## src/rtl/fft16_input_loader.sv

```systemverilog
// Purpose: 16-point FFT input stage; buffers 2-sample beats into ping-pong banks, re-emits each frame bit-reversed.
// Latency: first output beat valid the cycle after the 8th input beat of a frame is accepted.
// Backpressure: valid/ready both sides; o_ready drops only when the write bank still holds an undrained frame.
//
// Ports:
//   i_clk, i_rst                      clock, synchronous active-low reset
//   i_valid/o_ready, in0_*, in1_*     input beat: time samples 2k (in0) and 2k+1 (in1)
//   o_valid/i_ready, out0_*, out1_*   output beat j: x[bitrev4(2j)] (out0), x[bitrev4(2j+1)] (out1)
//   o_frame_start, o_frame_last       qualify output beats j=0 and j=7
module fft16_input_loader #(
    parameter int N      = 16,
    parameter int POINTS = 16
) (
    input  logic         i_clk,
    input  logic         i_rst,
    input  logic         i_valid,
    output logic         o_ready,
    input  logic [N-1:0] in0_re,
    input  logic [N-1:0] in0_im,
    input  logic [N-1:0] in1_re,
    input  logic [N-1:0] in1_im,
    output logic         o_valid,
    input  logic         i_ready,
    output logic [N-1:0] out0_re,
    output logic [N-1:0] out0_im,
    output logic [N-1:0] out1_re,
    output logic [N-1:0] out1_im,
    output logic         o_frame_start,
    output logic         o_frame_last
);

    typedef struct packed {
        logic [N-1:0] re;
        logic [N-1:0] im;
    } cplx_t;

    // Sample storage: [bank][time index]
    cplx_t mem_q [2][POINTS];
    cplx_t mem_d [2][POINTS];

    logic       wbank_q, wbank_d;
    logic       rbank_q, rbank_d;
    logic [2:0] wcnt_q,  wcnt_d;
    logic [2:0] rcnt_q,  rcnt_d;
    logic [1:0] full_q,  full_d;

    logic       wr_fire;
    logic       rd_fire;
    logic [2:0] rsel;
    cplx_t      rd0;
    cplx_t      rd1;

    // Both flags come straight from registers, so neither handshake
    // side depends combinationally on the other.
    assign o_ready = !full_q[wbank_q];
    assign o_valid = full_q[rbank_q];
    assign wr_fire = i_valid && o_ready;
    assign rd_fire = o_valid && i_ready;

    // Drain beat j reads entries bitrev3(j) and bitrev3(j)+8; with the
    // MSB of the 4-bit index forced, this is exactly bitrev4(2j) / bitrev4(2j+1).
    assign rsel = {rcnt_q[0], rcnt_q[1], rcnt_q[2]};
    assign rd0  = mem_q[rbank_q][{1'b0, rsel}];
    assign rd1  = mem_q[rbank_q][{1'b1, rsel}];

    assign out0_re       = rd0.re;
    assign out0_im       = rd0.im;
    assign out1_re       = rd1.re;
    assign out1_im       = rd1.im;
    assign o_frame_start = o_valid && (rcnt_q == 3'd0);
    assign o_frame_last  = o_valid && (rcnt_q == 3'd7);

    always_comb begin
        mem_d   = mem_q;
        wbank_d = wbank_q;
        rbank_d = rbank_q;
        wcnt_d  = wcnt_q;
        rcnt_d  = rcnt_q;
        full_d  = full_q;

        if (wr_fire) begin
            mem_d[wbank_q][{wcnt_q, 1'b0}] = {in0_re, in0_im};
            mem_d[wbank_q][{wcnt_q, 1'b1}] = {in1_re, in1_im};
            wcnt_d = wcnt_q + 3'd1;
            if (wcnt_q == 3'd7) begin
                full_d[wbank_q] = 1'b1;
                wbank_d         = !wbank_q;
            end
        end

        // Fill and drain always address different banks, so a fill-complete
        // set and a drain-complete clear in the same cycle never collide.
        if (rd_fire) begin
            rcnt_d = rcnt_q + 3'd1;
            if (rcnt_q == 3'd7) begin
                full_d[rbank_q] = 1'b0;
                rbank_d         = !rbank_q;
            end
        end
    end

    always_ff @(posedge i_clk) begin
        if (!i_rst) begin
            wbank_q <= 1'b0;
            rbank_q <= 1'b0;
            wcnt_q  <= 3'd0;
            rcnt_q  <= 3'd0;
            full_q  <= 2'b00;
        end else begin
            wbank_q <= wbank_d;
            rbank_q <= rbank_d;
            wcnt_q  <= wcnt_d;
            rcnt_q  <= rcnt_d;
            full_q  <= full_d;
        end
    end

    // Storage is deliberately not reset; stale contents are unreachable
    // because full_q gates every read.
    always_ff @(posedge i_clk) begin
        mem_q <= mem_d;
    end

endmodule

```

## config.mk

```make
export PLATFORM = sky130hd
export DESIGN_NAME = fft16_input_loader
export DESIGN_NICKNAME = d
export VERILOG_FILES = /design/src/rtl/fft16_input_loader.sv
export SDC_FILE = /design/constraint.sdc
export NUM_CORES = 1
export LEC_CHECK = 0
export CAP_MARGIN = 25
export CELL_PAD_IN_SITES_DETAIL_PLACEMENT = 2
export CELL_PAD_IN_SITES_GLOBAL_PLACEMENT = 2
export CORE_MARGIN = 2
export CORE_UTILIZATION = 40
export CTS_CLUSTER_SIZE = 24
export DETAILED_ROUTE_END_ITERATION = 16
export DONT_BUFFER_PORTS = 1
export PLACE_DENSITY_LB_ADDON = 0.1
export SYNTH_ARGS = -nofsm -noshare
export SYNTH_HDL_FRONTEND = slang
export SYNTH_SLANG_ARGS = --single-unit
```

## constraint.sdc

```tcl
create_clock -name i_clk -period 16.2 [get_ports i_clk]
set_clock_uncertainty 0.2 [all_clocks]
set_input_delay 3.24 -clock i_clk [delete_from_list [all_inputs] [get_ports i_clk]]
set_output_delay 3.24 -clock i_clk [all_outputs]
set_load 0.01 [all_outputs]
```

==> out/qor.yml <==
outcome: "finished, final reports clean"
layout_common_cells: "edfxtp_1 (1024), and2_1 (513), mux4_2 (256), a22oi_1 (128), clkbuf_16 (119)"
p_per_area_nw_per_um2: 117
setup_viol: 0
drtAntennaViolNets: 0
hold_path_class: "flip-flop to flip-flop"
grt_max_degree: 102
syn_area_per_cell_sq_um: 18.8
cts.sinks: 1034
place_inst: 3532
htree_levels: 3
synthArstFlopShare_pct: 0
nets: 2333
synth_edf_count: 1024
area_growth_pct: 12.7
detailroute.via_count: 21600
use_met1_pct: 30.1
die-area_sq_um: 109000
die_y_um: 330
synth.top_cells.by_area: "edfxtp_1 (72%), mux4_2 (14%), and2_1 (7.6%)"
synth_cells: 2255
yosysSeqAreaShare_pct: 72.8
critPathMaxFanout: 54
ff2ff_setup_slack_ns: 11.94
setup_slack_ns: 8.64
root_buffer: "clkbuf_16"
fp.coreArea_sq_um: 105000
use_met3_pct: 4.57
place_ws_ns: 9.17
grt_pass1_wl_um: 180000
worstSkewPairLatency_ns: 0.67
grt-ovfl-total: 0
grt-busiest-layer: "met2"
finalCoreUtilization_pct: 45.5
first_iter_violations: 1792
antenna_found_initial: 10
port_buffers: 0
drv_slew: 0
synth_top_area_cell: "edfxtp_1"
synth_warnings: 0
use_met2_pct: 41.4
cap_violations: 0
r2r_end: "mem_q[139]"
clk_pin_slew_ns: 0.06
hold_viol_final: 0
critPathLaunchType: "flip-flop"
hold-path-endpoint: "full_q[1]"
ir_drop_mv: 0.0814
hold_depth: 2
ys_types: 36
drtPass1Iterations: 5
leakage_nw: 14.9
grt_pass1_vias: 24300
cts_buffer_depth: 3
cts_resized: 0
fin_crit_sh_pct: 46.7
final_common_cell: "edfxtp_1"
worstPathArrival_ns: 4.12
cts_tree: "done"
drc_errors: 0
setup_tns_ns: 0
fmax_mhz: 132
fin_crit_ns: 7.56
synth_fp_nets: 2328
synthesis.area_sq_um: 42500
synth_top_area_share_pct: 72.4
crit_type: "flip-flop to output port"
worstSetupEndpointType: "output port"
wl_um: 126000
cts_setup_buffers: 0
start_util_pct: 40.4
row_count: 119
post_dp_cell_area_sq_um: 44100
synth_seq_cells: 1034
stdcell_count: 3755
final_cell_area_sq_um: 47900
cts_buffers: 115
detailed_place_hpwl_um: 66800
grt_setup_unrepaired: "no"
ff2ff_path_depth: 6
relSlewSlack_pct: 29.5
io_pins: 136
rr_startpoint: "wbank_q"
final_layout_size_suffix_gt1_share_pct: 22.2
fp.dieW_um: 330
track_usage_pct: 23.6
wire_per_inst_um: 33.6
place_congestion: 0.717
synthFlopType: "edfxtp_1"
critical_path_required_ns: 12.76
hold_buffers: 0
hp-start: "full_q[1]"
routed_via_density: 5.75
worst_pin_slew_ns: 1.06
## sequential cells by signal, summed over array words and instances, names as in the netlist
signal   cells
rcnt_q       3
full_q       2
wcnt_q       3
mem_q     1024
rbank_q      1
wbank_q      1
## Yosys cell counts (all sizes together) (4+ instances only)
master,number
a21oi,6
edfxtp,1024
ha,5
and3,5
nand2b,4
a22oi,128
inv,8
dfxtp,10
clkbuf,120
nor3,16
nand3,5
nor2,13
nand2,68
and2,514
nor2b,4
mux4,256
o21ai,6
buf,51
## worst max-delay path: stages (launching register included)
cell	delay (ns)
dfxtp_4	0.91
buf_4	0.79
buf_4	0.70
mux4_2	0.41
a22oi_1	0.30
nand2_1	0.19
## power breakdown
group	internal, W	leakage [nW]	switching [W]
sequential	0.00295	9.28	0.00000867
clock	0.00149	1.81	0.00107
combinational	0.0000303	3.81	0.0000558
total	0.00448	14.9	0.00114
## routing by layer
| layer | vias to the layer above | share of wire, % |
|---|---|---|
| met2 | 574 | 51 |
| met5 | - | 0.025 |
| met3 | 192 | 5.6 |
| met4 | 4 | 2.4 |
| met1 | 12000 | 41 |
| li1 | 8871 | - |
## cells by family (layout without fill, tap and decap cells)
| family | count (synthesis) | after routing | synth area share (%) |
|---|---|---|---|
| adder cells (fa/ha/maj) | 5 | 5 | 0.147 |
| AO/OA/AOI/OAI | 144 | 144 | 2.46 |
| multiplexers | 258 | 258 | 13.6 |
| AND/OR/NAND/NOR | 635 | 635 | 8.90 |
| buffers and inverters | 179 | 284 | 2.02 |
| flip-flops | 1034 | 1034 | 72.8 |
| other | 0 | 4 | 0 |
## final cells by class
type	instances	area, sq um
fill	9490	57400
sequential	1034	31000
multi-input combinational	1042	10900
clock buffer	152	3160
tap	1391	1740
timing repair buffer	59	546
clock inverter	65	517
inverter	8	30.0
antenna	4	10.0
## per-stage QoR
step           hold slack [ns]  total power [W]
3_5_place_dp             0.344          0.00311
6_report                 0.356          0.00561
4_1_cts                  0.359          0.00567
5_1_grt                  0.389          0.00576
3_3_place_gp             0.312          0.00310
2_1_floorplan            0.275          0.00308
## worst max path at each step
stage          startpoint    endpoint  slack, ns  depth (start not counted)
4_1_cts           rbank_q  out1_im[9]       8.42                          5
5_1_grt           rbank_q  out1_im[9]       8.28                          5
2_1_floorplan     i_valid    mem_q[0]       7.59                          3
6_report        rcnt_q[2]  out0_re[7]       8.64                          5
3_3_place_gp      rbank_q  out1_im[9]       9.24                          5
3_5_place_dp      rbank_q  out1_im[9]       9.17                          5
(Power assumes the default switching activity.)
